### src/rtl/seg_pkg.sv
// Shared types and constants for the four-digit seven-segment scan controller.
package seg_pkg;

    typedef enum logic {
        IDLE = 1'b0,
        SCAN = 1'b1
    } state_t;

    localparam int unsigned NUM_DIGITS = 4;
    localparam int unsigned IDX_W      = $clog2(NUM_DIGITS);
    localparam logic [6:0]  SEG_BLANK  = 7'b1111111;
    localparam logic [3:0]  AN_OFF     = 4'b1111;

    function automatic logic is_bcd(input logic [3:0] code);
        return code <= 4'd9;
    endfunction

endpackage

### src/rtl/bin_to_seg.sv
// 4-bit to active-low seven-segment decoder, [6]=a ... [0]=g; 10..15 give hex glyphs.
module bin_to_seg (
    input  logic [3:0] i_bin,
    output logic [6:0] o_seg
);

    always_comb begin
        o_seg = 7'b1111111;
        case (i_bin)
            4'd0:    o_seg = 7'b0000001;
            4'd1:    o_seg = 7'b1001111;
            4'd2:    o_seg = 7'b0010010;
            4'd3:    o_seg = 7'b0000110;
            4'd4:    o_seg = 7'b1001100;
            4'd5:    o_seg = 7'b0100100;
            4'd6:    o_seg = 7'b0100000;
            4'd7:    o_seg = 7'b0001111;
            4'd8:    o_seg = 7'b0000000;
            4'd9:    o_seg = 7'b0001100;
            4'd10:   o_seg = 7'b0001000;
            4'd11:   o_seg = 7'b1100000;
            4'd12:   o_seg = 7'b0110001;
            4'd13:   o_seg = 7'b1000010;
            4'd14:   o_seg = 7'b0110000;
            default: o_seg = 7'b0111000;
        endcase
    end

endmodule

### src/rtl/seg_scan_ctrl.sv
// Multiplexed 4-digit BCD display scanner with tear-free frame-boundary updates.
// Optional macro LEADING_ZERO_BLANK_EN blanks leading zero digits 3..1.
module seg_scan_ctrl
    import seg_pkg::*;
#(
    parameter int unsigned CLK_DIV = 50000
) (
    input  logic        clk,
    input  logic        rst,
    input  logic        load,
    input  logic [15:0] bcd,
    input  logic [3:0]  dp_in,
    output logic [3:0]  an,
    output logic [6:0]  seg,
    output logic        dp,
    output logic        frame_done
);

    localparam int unsigned       PW   = (CLK_DIV > 1) ? $clog2(CLK_DIV) : 1;
    localparam logic [PW-1:0]     TERM = PW'(CLK_DIV - 1);
    localparam logic [IDX_W-1:0]  LAST = IDX_W'(NUM_DIGITS - 1);

    state_t           r_state;
    logic [PW-1:0]    r_presc;
    logic [IDX_W-1:0] r_idx;
    logic [15:0]      r_shadow;
    logic [15:0]      r_pending;
    logic [3:0]       r_dp_shadow;
    logic [3:0]       r_dp_pending;
    logic             r_pend_valid;

    logic             w_term;
    logic             w_frame_end;
    logic [3:0]       w_digit;
    logic             w_dp_bit;
    logic [6:0]       w_dec_seg;
    logic             w_lz_blank;

    assign w_term      = (r_presc == TERM);
    assign w_frame_end = (r_state == SCAN) && w_term && (r_idx == LAST);
    assign w_digit     = r_shadow[{r_idx, 2'b00} +: 4];
    assign w_dp_bit    = r_dp_shadow[r_idx];

    always_ff @(posedge clk or posedge rst) begin
        if (rst) begin
            r_state      <= IDLE;
            r_presc      <= '0;
            r_idx        <= '0;
            r_shadow     <= '0;
            r_pending    <= '0;
            r_dp_shadow  <= '0;
            r_dp_pending <= '0;
            r_pend_valid <= 1'b0;
        end else begin
            case (r_state)
                IDLE: begin
                    if (load) begin
                        r_state     <= SCAN;
                        r_shadow    <= bcd;
                        r_dp_shadow <= dp_in;
                        r_idx       <= '0;
                        r_presc     <= '0;
                    end
                end
                SCAN: begin
                    if (w_term) begin
                        r_presc <= '0;
                        r_idx   <= r_idx + 1'b1;
                    end else begin
                        r_presc <= r_presc + 1'b1;
                    end
                    // Shadow only changes at the frame boundary; a coincident load beats pending data.
                    if (w_frame_end) begin
                        if (load) begin
                            r_shadow     <= bcd;
                            r_dp_shadow  <= dp_in;
                            r_pend_valid <= 1'b0;
                        end else if (r_pend_valid) begin
                            r_shadow     <= r_pending;
                            r_dp_shadow  <= r_dp_pending;
                            r_pend_valid <= 1'b0;
                        end
                    end else if (load) begin
                        r_pending    <= bcd;
                        r_dp_pending <= dp_in;
                        r_pend_valid <= 1'b1;
                    end
                end
                default: r_state <= IDLE;
            endcase
        end
    end

    bin_to_seg u_bin_to_seg (
        .i_bin (w_digit),
        .o_seg (w_dec_seg)
    );

`ifdef LEADING_ZERO_BLANK_EN
    // Blank when this digit and every higher digit are zero and no dp is lit here.
    assign w_lz_blank = (r_idx != '0) && ((r_shadow >> {r_idx, 2'b00}) == 16'h0) && !w_dp_bit;
`else
    assign w_lz_blank = 1'b0;
`endif

    always_comb begin
        an         = AN_OFF;
        seg        = SEG_BLANK;
        dp         = 1'b1;
        frame_done = w_frame_end;
        if (r_state == SCAN) begin
            an  = ~(4'b0001 << r_idx);
            seg = (!is_bcd(w_digit) || w_lz_blank) ? SEG_BLANK : w_dec_seg;
            dp  = ~w_dp_bit;
        end
    end

endmodule
### config.mk
export PLATFORM = sky130hd
export DESIGN_NAME = seg_scan_ctrl
export DESIGN_NICKNAME = d
export VERILOG_FILES = /design/src/rtl/seg_pkg.sv /design/src/rtl/bin_to_seg.sv /design/src/rtl/seg_scan_ctrl.sv
export SDC_FILE = /design/constraint.sdc
export NUM_CORES = 1
export LEC_CHECK = 0
export ABC_CLOCK_PERIOD_IN_PS = 4180
export CAP_MARGIN = 25
export CORE_MARGIN = 2
export CORE_UTILIZATION = 29
export CTS_BUF_LIST = sky130_fd_sc_hd__clkbuf_8
export DETAILED_ROUTE_END_ITERATION = 10
export GPL_TIMING_DRIVEN = 1
export HOLD_SLACK_MARGIN = 0.15
export SETUP_SLACK_MARGIN = 0.05
export SYNTH_ARGS = -nofsm -noshare
export SYNTH_HDL_FRONTEND = slang
export SYNTH_SLANG_ARGS = --single-unit
### constraint.sdc
create_clock -name clk -period 4.18 [get_ports clk]
set_clock_uncertainty 0.1 [all_clocks]
set_input_delay 0.836 -clock clk [delete_from_list [all_inputs] [get_ports clk]]
set_output_delay 0.836 -clock clk [all_outputs]
set_load 0.1 [all_outputs]
# After elaboration in Yosys (flattened, before gate mapping)
# Memories as Yosys holds them, arrays and structs flattened.
# Cells that the tools add are included.
# W data, S select, Z words.
word_totals:
  register_bits: 60
  n_memories: 1
  in_bits: 23
  romBits: 112
classes:
  magnitude_cmp: 2
  bitwise: 4
  addsub: 2
  n_shift: 2
  eq_ne: 6
  reduce_logical: 7
  muxes: 26
memory_table:
  columns: ["name", "words", "width", "read_ports", "rd_ports_with_merged_regs", "wr", "line", "source"]
  rows:
  - ["(name not given)", 16, 7, 1, 0, 0, "bin_to_seg.sv:9", "case (i_bin)"]
ops:
  columns: ["op", "n"]
  rows:
  - ["$mux W16", 6]
  - ["$pmux W16 S2", 2]
  - ["$mux W4", 5]
  - ["$add A16 B1 Y16 const B", 1]
  - ["$eq A16 B16 Y1 const B", 1]
  - ["$shiftx A16 B5 Y4", 1]
  - ["$mux W7", 2]
  - ["$pmux W4 S2", 1]
  - ["$mux W1", 6]
  - ["$reduce_and A3 Y1", 2]
  - ["$le A4 B4 Y1 const B", 1]
  - ["$mux W2", 2]
  - ["$ne A2 B2 Y1 const B", 2]
  - ["$not A4 Y4", 1]
  - ["$pmux W2 S2", 1]
  - ["$reduce_and A2 Y1", 2]
  - ["$shl A1 B2 Y4 const A", 1]
  - ["$lt A2 B3 Y1 const B", 1]
  - ["$ne A3 B2 Y1 const B", 1]
  - ["$not A1 Y1", 3]
  - ["$add A2 B1 Y2 const B", 1]
  - ["$bmux W1 S2", 1]
  - ["$eq A2 B2 Y1 const B", 1]
  - ["$logic_and A1 B1 Y1", 2]
  - ["other kinds (2)", 2]

# Longest topological paths before layout
depth:
  depth_word: 5
  ltp_mapped: 9
  ltp_nobuf: 7

# Modules after synthesis
# A second synthesis with hierarchy kept.
unflattened:
  hier_cells: 323
  area_unflattened_um2: 3345.7
modules_own_cells:
  columns: ["mod", "seq_area_each_um2", "n_inst", "cells_per_inst", "area_each_um2"]
  rows:
  - ["seg_scan_ctrl", 1501.4, 1, 288, 3078.0]
  - ["bin_to_seg", 0.0, 1, 35, 267.8]

# Worst setup path after synthesis
# OpenSTA, ideal clock, no wires.
synth_path:
  path_kind: "register -> output"
  startpoint: "reg r_idx[1]"
  endpoint: "out frame_done"
  required_ps: 3244
  stages_incl_launch_ff: 4
  arrival_time_ps: 4408
  path_buffers: 0
  path_slack_ps: -1164
  path_cell_list: "dfrtp_1 > ha_1 > nand2_1 > nor4_1"
synth_via:
  elab_chain_cells: 2
synth_lines:
  columns: ["element", "line", "source"]
  rows:
  - ["from (decl)", "seg_scan_ctrl.sv:25", "logic [IDX_W-1:0] r_idx;"]
  - ["from (signal assigned)", "seg_scan_ctrl.sv:68", "r_idx <= r_idx + 1'b1;"]
  - ["$eq A2 B2 Y1", "seg_scan_ctrl.sv:40", "assign w_frame_end = (r_state == SCAN) && w_term && (r_idx == LAST);"]
  - ["$logic_and A1 B1 Y1", "seg_scan_ctrl.sv:40", null]
  - ["to (decl)", "seg_scan_ctrl.sv:16", "output logic frame_done"]
# Every way passes these cells.

# Final worst setup path
layout_path:
  startpoint: "reg r_idx[0]"
  endpoint: "out seg[2]"
layout_via:
  elab_chain_cells: 4
  word_cells_on_any_way: 5
  classes_between: "order compare: 1; shift: 1; mux: 2; memory: 1"
layout_lines:
  columns: ["element", "line", "source"]
  rows:
  - ["$shiftx A16 B5 Y4 (*)", "seg_scan_ctrl.sv:41", "assign w_digit = r_shadow[{r_idx, 2'b00} +: 4];"]
  - ["$mem_v2 Z16 W7 or $le A4 B4 Y1 (tied branches)", null, null]
  - ["$mux W7 (*)", "seg_scan_ctrl.sv:113", "seg = (!is_bcd(w_digit) || w_lz_blank) ? SEG_BLANK : w_dec_seg;"]
  - ["$mux W7 (*)", "seg_scan_ctrl.sv:111", "if (r_state == SCAN) begin"]
  - ["to (decl)", "seg_scan_ctrl.sv:14", "output logic [6:0] seg,"]
# Mark *: on every way between the ends. The rest lies on a longest branch, timed or not.

==> results.ini <==
[status]
status = finished, final reports clean

[critical_path]
cp.required_ns = 3.24
worstSetupPathType = reg2out
critPathMaxFanout = 9
reg2reg_from = r_presc[7]$_DFFE_PP0P_
r2r_cells = 5
r2r_slack_ns = 1.10
r2r_end = r_dp_shadow[0]$_DFFE_PP0P_
critPathCaptureType = output port
start_kind = flop
cp.arrival_ns = 2.82

[routing]
num_vias = 2329
routedWlPerCell_um = 14.7
ant_nets = 0
first_iter_violations = 119
drt_wl_total_um = 6880
drc = 0
drtPass1Iterations = 4
vias_per_cell = 4.97

[logic_synthesis]
avgSynthCellArea_sq_um = 11.6
yosysWarnings = 0
async_reset_ff_share_pct = 100
synth_fp_nets = 322
ys_ff_latch = 60
synth_area_sq_mm = 0.00336
synth_cells = 289
synth_seq_area_share_pct = 44.6
synth_ff_type = dfrtp_1
synth-edff-count = 0
yosys.cell_types.count = 40

[floorplan]
die_h_um = 112
die_area_sq_mm = 0.0125
die_width_um = 112
start_util_pct = 29.6
io_pins = 36
fp-row-count = 39
core_area_sq_mm = 0.0114

[grt]
grt_max_degree = 42
first_global_vias = 2436
grt_pass1_wl_um = 11900
gr-usage-all-layers_pct = 11.9
grt_overflow = 0
antenna_found_initial = 0

[hold_path]
whs_endpoint = r_pending[5]$_DFFE_PP0P_
holdCritStartpoint = r_pending[5]$_DFFE_PP0P_
hp-class = reg2reg
whs_path_depth = 1

[timing]
setup_viol = 0
maxSlewViolCount = 0
worstMarginPinSlew_ns = 0.938
min_period_ns = 3.76
max_freq_ghz = 0.266
rsz0062_at_grt = no
timing.setup.tns_ns = 0
final-hold-violation-count = 0
slew_headroom_pct = 37.2
fin_crit_sh_pct = 89.9
hold_slack_ns = 0.391

[cells_and_area]
final_cell_mix = 60 x dfrtp_1, 25 x nand2_1, 23 x o21ai_0, 22 x mux2_2, 22 x clkdlybuf4s50_1
area_growth_pct = 20.1
final_common_cell = dfrtp_1
fill_cells = 1119
design_area_sq_mm = 0.00404
n_antenna_cell = 0
final_nets = 355
drive_gt1_share_pct = 27.0

[power_and_ir_drop]
power_density_mw_per_mm2 = 531
switching_share_pct = 39.4
p_sw_w = 0.000846
power_leakage_nw = 1.64
pwr-share-comb_pct = 36.0
intPower_w = 0.00130
ir_drop_v = 0.000503
pwr-share-clk_pct = 27.3
seq_power_share_pct = 36.7

[placed_design]
portBuffers = 35
place.gp.congestion = 0.807
placed_area_sq_mm = 0.00382
dpl.hpwl_um = 4830

[clocking]
post_cts_buffers = 0
htree_levels = 3
numCtsBuffers = 9
cts.clk_slew.worst_paths_ns = 0.07
cts-root-buf = clkbuf_8
clock_sinks = 60
clk_path_buf_depth = 2
cts_resized = 0
insertion_delay_ns = 0.33
hold_buffers = 0
cts_tree = built

[flow_run]
max_cap_violations = 0

-- registers in the layout (all words and copies together) (netlist names) --
| register | cells |
|---|---|
| r_pending | 16 |
| r_dp_shadow | 4 |
| r_state | 1 |
| r_dp_pending | 4 |
| r_idx | 2 |
| r_shadow | 16 |
| r_pend_valid | 1 |
| r_presc | 16 |
-- cells by family after synthesis --
| kind of cell | Yosys count | synth area share (%) |
|---|---|---|
| AND/OR/NAND/NOR | 62 | 9.45 |
| buffers and inverters | 28 | 4.24 |
| flip-flops | 60 | 44.6 |
| XOR/XNOR | 1 | 0.260 |
| AO/OA/AOI/OAI | 60 | 11.0 |
| adder cells (fa/ha/maj) | 10 | 3.72 |
| multiplexers | 68 | 26.6 |
-- power by group through the flow --
stage               combinational [W]  clock [W]  sequential, W
floorplan                    0.000657          0       0.000749
global placement             0.000766          0       0.000788
detailed placement           0.000775          0       0.000795
CTS                          0.000778   0.000600       0.000785
global route                 0.000828   0.000625       0.000803
finish                       0.000772   0.000585       0.000787
-- worst max path at each step --
stage	start	to	slack [ns]	depth (start not counted)
floorplan	r_idx[1]$_DFFE_PP0P_	frame_done	0.03	3
global placement	r_idx[0]$_DFFE_PP0P_	seg[2]	0.86	8
detailed placement	r_idx[0]$_DFFE_PP0P_	seg[2]	0.76	8
CTS	r_idx[0]$_DFFE_PP0P_	seg[2]	0.38	8
global route	r_idx[0]$_DFFE_PP0P_	seg[6]	0.16	8
finish	r_idx[0]$_DFFE_PP0P_	seg[2]	0.42	8
-- layout make-up --
class | count | area (sq um) | area share [%]
inverter | 11 | 41.3 | 1.02
timing repair buffer | 39 | 348 | 8.61
clock inverter | 4 | 72.6 | 1.80
sequential | 60 | 1500 | 37.2
tap | 143 | 179 | 4.43
clock buffer | 11 | 151 | 3.75
multi-input combinational | 201 | 1750 | 43.2
-- layer usage --
layer | vias to the layer above | global-route usage, % | part of all wire [%]
met4 | 0 | 3.70 | 0.96
li1 | 1116 | - | -
met1 | 1156 | 15.1 | 46
met5 | - | 0 | 0
met3 | 5 | 3.65 | 3.8
met2 | 52 | 19.4 | 49
-- synth_stat cells, types with 4 or more instances --
| cell type | instances | share of area, % |
|---|---|---|
| clkbuf_1 | 11 | 1.2 |
| inv_1 | 11 | 1.2 |
| o21ai_0 | 25 | 3.7 |
| nand4_1 | 5 | 0.93 |
| ha_1 | 10 | 3.7 |
| nor2_1 | 9 | 1.0 |
| buf_6 | 4 | 1.3 |
| nand3_1 | 5 | 0.74 |
| o211ai_1 | 5 | 1.1 |
| mux2_1 | 20 | 6.7 |
| nand2_1 | 25 | 2.8 |
| a21oi_1 | 9 | 1.3 |
| o31ai_1 | 7 | 1.6 |
| mux2_2 | 22 | 7.4 |
| mux2_4 | 20 | 8.9 |
| mux4_2 | 5 | 3.3 |
| dfrtp_1 | 60 | 45 |
-- stage by stage --
| stage | util, % | setup WS [ns] | std cells | power, W |
|---|---|---|---|---|
| finish | 35.5 | 0.423 | 469 | 0.00214 |
| global route | 35.5 | 0.160 | 469 | 0.00226 |
| CTS | 35.5 | 0.385 | 469 | 0.00216 |
| detailed placement | 33.6 | 0.761 | 454 | 0.00157 |
| global placement | 33.6 | 0.858 | 454 | 0.00155 |
| floorplan | - | 0.0307 | 289 | 0.00141 |
-- worst max-delay path: stages, from the launching register on --
cell and delay, ns:
dfrtp_1 0.62, mux4_2 0.62, inv_1 0.12, ha_1 0.25
nor2_1 0.05, o21ai_0 0.12, and2_1 0.29, o211ai_1 0.15
buf_4 0.26
(Power assumes the default switching activity.)
